`src/rtl/tick_scheduler.sv`:
```
// rtl/tick_scheduler.sv - 1 ms timebase with round-robin periodic tick channels
// Ports:
//   clk_100mhz : single clock, all logic on its rising edge
//   rst        : asynchronous active-high reset
//   cfg_we     : channel config write request, held until accepted
//   cfg_ch     : channel to configure
//   cfg_period : period in ms (0 = channel never ticks)
//   cfg_en     : channel enable
//   cfg_ready  : write accepted in any cycle with cfg_we && cfg_ready
//   ms_tick    : registered one-cycle 1 ms strobe
//   tick       : registered one-cycle per-channel pulses
//   pause      : only with TICK_SCHED_PAUSE_EN; freezes the prescaler
// Optional feature macro: TICK_SCHED_PAUSE_EN
module tick_scheduler #(
   parameter int NCH      = 4,
   parameter int CW       = 2,
   parameter int PW       = 16,
   parameter int PRESCALE = 100000
) (
   input  logic           clk_100mhz,
   input  logic           rst,
   input  logic           cfg_we,
   input  logic [CW-1:0]  cfg_ch,
   input  logic [PW-1:0]  cfg_period,
   input  logic           cfg_en,
   output logic           cfg_ready,
   output logic           ms_tick,
   output logic [NCH-1:0] tick
`ifdef TICK_SCHED_PAUSE_EN
   ,
   input  logic           pause
`endif
);

   localparam logic [31:0]   CNT_MAX  = 32'(PRESCALE - 1);
   localparam logic [CW-1:0] IDX_LAST = CW'(NCH - 1);

   typedef enum logic {
      IDLE  = 1'b0,
      SWEEP = 1'b1
   } state_t;

   state_t         state_q, state_d;
   logic [CW-1:0]  idx_q, idx_d;
   logic [31:0]    cnt_q, cnt_d;
   logic           ms_tick_q, ms_tick_d;
   logic [NCH-1:0] tick_q, tick_d;
   logic [PW-1:0]  period_q [NCH];
   logic [PW-1:0]  period_d [NCH];
   logic [PW-1:0]  remain_q [NCH];
   logic [PW-1:0]  remain_d [NCH];
   logic [NCH-1:0] en_q, en_d;
   logic           cnt_run;

`ifdef TICK_SCHED_PAUSE_EN
   assign cnt_run = !pause;
`else
   assign cnt_run = 1'b1;
`endif

   // Prescaler free-runs independently of the sweep and config traffic.
   always_comb begin
      cnt_d     = cnt_q;
      ms_tick_d = 1'b0;
      if (cnt_run) begin
         cnt_d     = (cnt_q == CNT_MAX) ? '0 : cnt_q + 32'd1;
         ms_tick_d = (cnt_q == CNT_MAX);
      end
   end

   always_comb begin
      state_d   = state_q;
      idx_d     = idx_q;
      tick_d    = '0;
      period_d  = period_q;
      remain_d  = remain_q;
      en_d      = en_q;
      // Config is locked out for the strobe cycle and the whole sweep, so a
      // write never races the shared decrement datapath.
      cfg_ready = (state_q == IDLE) && !ms_tick_q;

      case (state_q)
         IDLE: begin
            if (ms_tick_q) begin
               state_d = SWEEP;
               idx_d   = '0;
            end
         end
         SWEEP: begin
            if (en_q[idx_q] && (period_q[idx_q] != '0)) begin
               // remain <= 1 also covers a stale 0, so the channel reloads
               // instead of wrapping.
               if (remain_q[idx_q] <= PW'(1)) begin
                  tick_d[idx_q]   = 1'b1;
                  remain_d[idx_q] = period_q[idx_q];
               end else begin
                  remain_d[idx_q] = remain_q[idx_q] - PW'(1);
               end
            end
            if (idx_q == IDX_LAST) begin
               state_d = IDLE;
               idx_d   = '0;
            end else begin
               idx_d = idx_q + CW'(1);
            end
         end
         default: begin
            state_d = IDLE;
            idx_d   = '0;
         end
      endcase

      if (cfg_we && cfg_ready) begin
         period_d[cfg_ch] = cfg_period;
         remain_d[cfg_ch] = cfg_period;
         en_d[cfg_ch]     = cfg_en;
      end
   end

   always_ff @(posedge clk_100mhz or posedge rst) begin
      if (rst) begin
         state_q   <= IDLE;
         idx_q     <= '0;
         cnt_q     <= '0;
         ms_tick_q <= 1'b0;
         tick_q    <= '0;
         en_q      <= '0;
         for (int k = 0; k < NCH; k++) begin
            period_q[k] <= '0;
            remain_q[k] <= '0;
         end
      end else begin
         state_q   <= state_d;
         idx_q     <= idx_d;
         cnt_q     <= cnt_d;
         ms_tick_q <= ms_tick_d;
         tick_q    <= tick_d;
         en_q      <= en_d;
         for (int k = 0; k < NCH; k++) begin
            period_q[k] <= period_d[k];
            remain_q[k] <= remain_d[k];
         end
      end
   end

   assign ms_tick = ms_tick_q;
   assign tick    = tick_q;

endmodule

```
`config.mk`:
```
export PLATFORM = sky130hd
export DESIGN_NAME = tick_scheduler
export DESIGN_NICKNAME = d
export VERILOG_FILES = /design/src/rtl/tick_scheduler.sv
export SDC_FILE = /design/constraint.sdc
export NUM_CORES = 1
export LEC_CHECK = 0
export ABC_AREA = 1
export CORE_UTILIZATION = 29
export CTS_CLUSTER_DIAMETER = 40
export CTS_CLUSTER_SIZE = 12
export DETAILED_ROUTE_END_ITERATION = 10
export GPL_TIMING_DRIVEN = 0
export PLACE_DENSITY = 0.5
export SKIP_CTS_REPAIR_TIMING = 1
export SLEW_MARGIN = 20
export SYNTH_ARGS = -nofsm -noshare
export SYNTH_HDL_FRONTEND = slang
export SYNTH_SLANG_ARGS = --single-unit
```
`constraint.sdc`:
```
create_clock -name clk_100mhz -period 7 [get_ports clk_100mhz]
set_clock_uncertainty 0.05 [all_clocks]
set_input_delay 0.7 -clock clk_100mhz [delete_from_list [all_inputs] [get_ports clk_100mhz]]
set_output_delay 0.7 -clock clk_100mhz [all_outputs]
set_load 0.02 [all_outputs]
```
# Word-level counts from Yosys, hierarchy flattened
# Cells that the tools add are included.
[op_classes] add_sub_neg=3 magnitude_cmp=9 n_eq_ne=3 n_mux=35 n_bitwise=3 n_reduce_logical=9
[op_table] op="$bwmux 64" count=4
[op_table] op="$mux 64" count=4
[op_table] op="$mux 16" count=6
[op_table] op="$bmux 16 s2" count=2
[op_table] op="$demux 16 s2" count=2
[op_table] op="$add 32x1->32 const B" count=1
[op_table] op="$eq 32x17->1 const B" count=1
[op_table] op="$mux 32" count=1
[op_table] op="$le 16x1->1 const B" count=1
[op_table] op="$reduce_bool 16->1" count=1
[op_table] op="$sub 16x1->16 const B" count=1
[op_table] op="$mux 4" count=3
[op_table] op="$logic_and 1x1->1" count=7
[op_table] op="$ge 3x3->1 const B" count=2
[op_table] op="$lt 2x3->1 const B" count=2
[op_table] op="$lt 3x1->1 const B" count=2
[op_table] op="$not 2->3" count=2
[op_table] op="$mux 1" count=5
[op_table] op="$bwmux 4" count=1
[op_table] op="$demux 1 s2" count=2
[op_table] op="$ge 2x1->1 const B" count=2
[op_table] op="$mux 2" count=2
[op_table] op="$pmux 2 s2" count=1
[op_table] op="$add 2x1->2 const B" count=1
[op_table] op="6 further kinds" count=6
[word_totals] register_bits=172 input_bits=22 elab_cells=76

# Depth between registers and ports, before layout
# Gate-level depths: netlist of run 1.
[logic_depth] depth_word=11 mapped_depth=20 depth_no_buf=17

# Worst setup path before layout of run 1
# OpenSTA, ideal clock, no wires.
[synth_path] path_type="reg-to-reg" startpoint="register idx_q[0]" endpoint="register remain_q[18] (netlist name)" setup_ps=118 arrival_ps=2361 required_ps=6832 path_slack_ps=4471 stages_incl_launch_ff=18 synth_period_minus_slack_ps=2529 cell_sequence="dfrtp_1 buf_6 buf_6 buf_4 o211ai_1 nand2_1 inv_1 ha_1 nor2_1 a21oi_1 nand2_1 nor2_1 nand2_2 buf_4 a21oi_2 nand2_1 nand3_1 nand2_1"
[synth_rtl] item="from (decl)" line="44" rtl="logic [CW-1:0] idx_q, idx_d;"
[synth_rtl] item="from (signal assigned)" line="134" rtl="idx_q <= idx_d;"
[synth_rtl] item="to (signal, indexed assignment)" line="141" rtl="remain_q[k] <= remain_d[k];"
[synth_rtl] item="to (decl)" line="50" rtl="logic [PW-1:0] remain_q [NCH];"

==> results.sh, run 1 <==
export IMPL_clk_pin_slew_ns=0.07
export IMPL_cts_buffers=17
export IMPL_yosysTopAreaCell="dfrtp_1"
export IMPL_fillCellCount=3488
export IMPL_wl_um=35300
export IMPL_hpwl_um=24200
export IMPL_cp_max_fo=10
export IMPL_antennaDiodeCount=0
export IMPL_drive_above_1_share=0.0784
export IMPL_synth_area_sq_um=9560
export IMPL_critical_path_top_cell_by_count="nand2_1"
export IMPL_syn_num_nets=1333
export IMPL_worstMarginPinSlew_ns=1.03
export IMPL_ys_types=40
export IMPL_cap_viol_max_count=0
export IMPL_hold_slack_ns=0.405
export IMPL_syn_area_per_cell_sq_um=7.33
export IMPL_arrival_ns=3.63
export IMPL_fin_crit_sh=0.478
export IMPL_die_w_um=184
export IMPL_fp_row_count=66
export IMPL_die_y_um=184
export IMPL_critPathLaunchType="flip-flop"
export IMPL_rr_endpoint="remain_q[20]$_DFF_PP0_"
export IMPL_hold_path_cell_count=1
export IMPL_postLayoutSetupSlackWorst_ns=3.66
export IMPL_first_pass_iters=5
export IMPL_areaGrowthSynthToFinish_pct=14.7
export IMPL_slew_headroom=0.316
export IMPL_drt_iter0_markers=725
export IMPL_p_per_area_nw_per_um2=230
export IMPL_synth_edf_count=0
export IMPL_total_leakage_power_uw=0.00544
export IMPL_grt_usage=0.217
export IMPL_core_region_area_sq_um=32500
export IMPL_synth_top_area_share=0.450
export IMPL_synth_area_top_cells="dfrtp_1 45%, nand2_1 23%, nand3_1 5.1%, inv_1 3.1%, nor2_1 2.7%"
export IMPL_rsz0062_at_grt="no"
export IMPL_io_buffer_count=27
export IMPL_final_antenna_net_count=0
export IMPL_reg2reg_from="idx_q[0]$_DFFE_PP0N_"
export IMPL_dieArea_sq_um=33700
export IMPL_status="finished, final reports clean"
export IMPL_irDropWorstVdd_uv=183
export IMPL_post_place_ws_ns=3.55
export IMPL_multiInputGateArea_sq_um=4560
export IMPL_cts_htree_levels=4
export IMPL_clock_sinks=172
export IMPL_r2r_setup_slack_ns=3.66
export IMPL_synthCells=1304
export IMPL_grt_pass1_wl_um=53400
export IMPL_synthArstFlopShare=1.00
export IMPL_crit_required_ns=7.29
export IMPL_timing_fmax_mhz=299
export IMPL_remaining_drc_errors=0
export IMPL_path_cells="buf_6, clkbuf_1, nand2_1, nand3_1, nand2_1, nand2_1, inv_1, nand2_1, nor2_2, nand2_4, nand3_4, inv_2, buf_4, nand2_1, nand3_1, nand2_1"
export IMPL_via_per_inst=4.89
export IMPL_avgRoutedWirePerCell_um=19.5
export IMPL_min_path_type="reg -> reg"
export IMPL_cts_max_path_buffers=2
export IMPL_hold_viol=0
export IMPL_grt_max_degree=92
export IMPL_grt_antenna_before_repair=0
export IMPL_ys_seq_area_frac=0.450
export IMPL_worstSetupPathType="reg -> reg"
export IMPL_gr_total_overflow=0
export IMPL_setup_viol=0
export IMPL_cpPeakStageDelay_ns=0.70
export IMPL_yosys_top_cells_count="579 x nand2_1, 172 x dfrtp_1, 98 x nand3_1"
export IMPL_start_util=0.294
export IMPL_ys_warn_count=0
export IMPL_ff2ff_path_depth=16
export IMPL_grt_pass1_vias=8710
export IMPL_clk_insertion_delay_late_ns=0.45
export IMPL_gp_congestion=0.949
export IMPL_synth_ff_type="dfrtp_1"
export IMPL_boundaryPins=28
export IMPL_cts_tree="built"
export IMPL_routed_via_count=8838
export IMPL_ff_latch_area_sq_um=4300
export IMPL_min_to="cnt_q[0]$_DFF_PP0_"
export IMPL_nets=1380
export IMPL_crit_slowest_cell="clkbuf_1"
export IMPL_crit_path_end_kind="flip-flop"
export IMPL_fin_crit_ns=3.34
export IMPL_ys_ff_latch=172
export IMPL_synth_most_common_cell="nand2_1"
export IMPL_cts_root_buf="clkbuf_16"
export IMPL_slew_viol_final=0
export IMPL_hp_start="cnt_q[0]$_DFF_PP0_"
[where the power goes]
part / switching, uW / internal, uW
clock: 436 / 465
sequential: 66.3 / 1110
combinational: 283 / 160
total: 785 / 1740
[state kept, by name (all words and copies together) (netlist names)]
signal    cells
remain_q     64
idx_q         2
state_q       1
en_q          4
cnt_q        32
tick          4
ms_tick       1
period_q     64
[area by class of cell]
class                   count  share of cell area
well taps                 442              0.0505
repair buffers             28              0.0272
clock buffers              19              0.0404
inverters                  95              0.0335
clock inverters            13             0.00845
plain buffers              52              0.0308
flip-flops and latches    172               0.393
multi-input cells         985               0.416
[routing by layer]
layer	vias up	global-route usage	routed length [um]
li1	4241	-	-
met5	-	0	0
met1	4269	0.277	15500
met2	264	0.360	16900
met3	64	0.0359	1770
met4	0	0.0963	1170
[worst max path at each step]
stage | start | to | cells after the start
after floorplan | rst | cnt_q[0]$_DFF_PP0_ | 1
after global placement | rst | period_q[27]$_DFFE_PP0P_ | 2
after detailed placement | cfg_ch[1] | remain_q[3]$_DFF_PP0_ | 7
after CTS | idx_q[0]$_DFFE_PP0N_ | remain_q[20]$_DFF_PP0_ | 16
after global routing | idx_q[0]$_DFFE_PP0N_ | remain_q[20]$_DFF_PP0_ | 16
final | idx_q[0]$_DFFE_PP0N_ | remain_q[20]$_DFF_PP0_ | 16
[stage by stage]
stage	utilization	TNS, ns	area [sq um]	std cells	power [uW]
global route	0.338	0	11000	1806	2660
global placement	0.320	-201.85	10400	1773	1630
CTS	0.337	0	11000	1806	2550
floorplan	-	0	9560	1304	1500
detailed placement	0.321	0	10400	1774	1640
finish	0.338	0	11000	1806	2530
[kinds of logic (layout without fill, tap and decap cells)]
family          Yosys count  in the layout  share of synthesized area
simple gates            830            830                      0.365
buf+inv                 147            207                     0.0729
compound gates          119            119                     0.0755
xor+xnor                 29             29                     0.0266
flops                   172            172                      0.450
fa+ha+maj                 7              7                    0.00916
[critical path, delay by kind of cell (launching register included)]
family / cells / cell delay, ns
buffers and inverters: 5 / 1.46
AND/OR/NAND/NOR: 11 / 1.28
flip-flops: 1 / 0.41
[cell usage in the layout (no fill, tap or decap), drive strengths merged, types with 19 or more instances in the layout]
cell type,synthesis,final
xor2,19,19
dfrtp,172,172
o21a,31,31
nand3,103,103
inv,93,97
nor2,75,75
clkbuf,19,38
buf,33,34
nor3,22,22
nand4,25,25
o21ai,53,53
clkdlybuf4s50,0,27
a21oi,29,29
nand2,584,584
Power figures use the tool's default switching activity.
==> run 2, diff against run 1 <==
PLACE_DENSITY = 0.51   (was 0.5)
clock period = 2.7 ns   (was 7 ns; I/O delays follow)
==> run 2 against run 1 <==
  * The run now ends with negative setup slack left
  * Via count grew 2.7%
  * First-iteration DRC count increased by 18%
  * Combinational power increased to 2.9 times the previous value
  * Flip-flop and latch count is the same
  * Critical endpoint is now remain_q[44]$_DFF_PP0_
==> results.sh, run 2 (same netlist as run 1, synthesis figures left out) <==
export IMPL_hpwl_um=24700
export IMPL_wl_met2_um=17400
export IMPL_crit_path_end_kind="flip-flop"
export IMPL_critPathLaunchType="flip-flop"
export IMPL_gr_total_overflow=0
export IMPL_gp_congestion=0.942
export IMPL_drive_above_1_share=0.136
export IMPL_fin_crit_sh=1.01
export IMPL_seqPwrFrac=0.444
export IMPL_grt_usage=0.220
export IMPL_wl_um=35900
export IMPL_intPower_uw=4780
export IMPL_postLayoutSetupSlackWorst_ns=-0.0371
export IMPL_via_per_inst=4.89
export IMPL_rsz0062_at_grt="yes"
export IMPL_core_region_area_sq_um=32500
export IMPL_critical_path_top_cell_by_count="buf_12"
export IMPL_areaGrowthSynthToFinish_pct=23.7
export IMPL_path_cells="buf_6, buf_12, buf_12, o211ai_1, nand2_2, inv_2, ha_4, nor2_2, a21oi_2, nand2_1, nor2_4, nand2_4, inv_4, buf_12, nand2_1, a21oi_1, o21ai_1"
export IMPL_clock_sinks=172
export IMPL_avgRoutedWirePerCell_um=19.3
export IMPL_p_switching_uw=2110
export IMPL_fin_crit_ns=2.74
export IMPL_status="finished, violations left"
export IMPL_setup_viol=7
export IMPL_grt_pass1_wl_um=54100
export IMPL_cap_viol_max_count=0
export IMPL_critPathLaunch="idx_q[0]$_DFFE_PP0N_"
export IMPL_final_cell_mix="567 x nand2_1, 172 x dfrtp_1, 94 x nand3_1, 78 x inv_1, 64 x nor2_1"
export IMPL_remaining_drc_errors=0
export IMPL_dieArea_sq_um=33700
export IMPL_cp_max_fo=10
export IMPL_wl_met1_um=15200
export IMPL_worstMarginPinSlew_ns=1.02
export IMPL_final_antenna_net_count=0
export IMPL_grt_max_degree=34
export IMPL_timing_fmax_mhz=365
export IMPL_pwr_share_comb=0.185
export IMPL_cts_tree="built"
export IMPL_grt_pass1_vias=8816
export IMPL_netSwitchingFraction=0.306
export IMPL_clk_pin_slew_ns=0.07
export IMPL_drt_iter0_markers=853
export IMPL_total_leakage_power_uw=0.00582
export IMPL_min_path_type="in -> async"
export IMPL_reg2reg_from="idx_q[0]$_DFFE_PP0N_"
export IMPL_wl_met3_um=2190
export IMPL_path_delay_family="buffers and inverters"
export IMPL_violations="negative setup slack"
export IMPL_start_util=0.294
export IMPL_routed_via_count=9079
export IMPL_highest_layer="met5"
export IMPL_reg_top3="period_q (64), remain_q (64), cnt_q (32)"
export IMPL_worstSetupPathType="reg -> reg"
export IMPL_crit_slowest_cell="dfrtp_1"
export IMPL_fin_cells=1855
export IMPL_arrival_ns=3.02
export IMPL_cpPeakStageDelay_ns=0.42
export IMPL_cts_root_buf="clkbuf_16"
export IMPL_irDropWorstVdd_uv=497
export IMPL_grt_antenna_before_repair=1
export IMPL_antennaDiodeCount=0
export IMPL_slew_headroom=0.316
export IMPL_cts_max_path_buffers=2
export IMPL_die_w_um=184
export IMPL_slew_viol_final=0
export IMPL_first_pass_iters=5
export IMPL_critical_path_buf_inv_count=6
export IMPL_fin_setup_tns_ns=-0.110
export IMPL_boundaryPins=28
export IMPL_pwr_share_clk=0.372
export IMPL_die_y_um=184
export IMPL_cts_buffers=17
export IMPL_cts_htree_levels=4
export IMPL_clk_insertion_delay_late_ns=0.46
export IMPL_hold_viol=0
export IMPL_post_place_cells=1779
export IMPL_final_util=0.364
export IMPL_fp_row_count=66
export IMPL_io_buffer_count=27
export IMPL_nets=1429
export IMPL_crit_required_ns=2.99
export IMPL_p_per_area_nw_per_um2=583
export IMPL_final_common_cell="nand2_1"
-- run 2: layout make-up --
class	count	area (sq um)
Clock inverter	14	158
Multi-Input combinational cell	985	4720
Timing Repair Buffer	77	746
Clock buffer	18	439
Buffer	52	507
Fill cell	3442	20600
Sequential cell	172	4300
Inverter	95	387
Tap cell	442	553
-- run 2: per-stage QoR --
stage | hold slack (ns) | worst slack, ns | instance area, sq um | power [uW]
2_1_floorplan | 0.346 | 0.171 | 9560 | 3890
3_3_place_gp | 0.395 | -1.47 | 10400 | 4220
3_5_place_dp | 0.401 | -0.589 | 10500 | 4260
4_1_cts | 0.103 | -0.619 | 11100 | 6820
5_1_grt | 0.121 | -0.132 | 11800 | 7240
6_report | 0.112 | -0.0371 | 11800 | 6890
-- run 2: path summary, 6_finish.rpt --
check / endpoint / slack (ns) / cells after the start
max: remain_q[44]$_DFF_PP0_ / -0.04 / 17
min: remain_q[54]$_DFF_PP0_ / 0.11 / 2
max reg2reg: remain_q[44]$_DFF_PP0_ / -0.04 / 17
min reg2reg: cnt_q[0]$_DFF_PP0_ / 0.41 / 1
max in group asynchronous: period_q[4]$_DFFE_PP0P_ / 1.78 / 4
min in group clk_100mhz: en_q[0]$_DFFE_PP0P_ / 0.39 / 3
-- run 2: worst reg2reg max path, stage by stage (launching register included) --
cell and delay (ns):
dfrtp_1 0.42, buf_6 0.16, buf_12 0.13, buf_12 0.13, o211ai_1 0.18, nand2_2 0.13
inv_2 0.11, ha_4 0.14, nor2_2 0.04, a21oi_2 0.12, nand2_1 0.10, nor2_4 0.13
nand2_4 0.13, inv_4 0.12, buf_12 0.14, nand2_1 0.16, a21oi_1 0.18, o21ai_1 0.08
-- run 2: routing by layer --
metal,up-vias,track usage
li1,4343,-
met1,4335,0.270
met2,315,0.377
met3,84,0.0446
met4,2,0.0883
met5,-,0
-- run 2: power groups by stage --
stage	registers (uW)	clock network, uW	logic (uW)
after global placement	3100	0	1130
after floorplan	3060	0	835
final	3060	2560	1270
after CTS	3050	2610	1160
after global routing	3090	2720	1430
after detailed placement	3100	0	1160
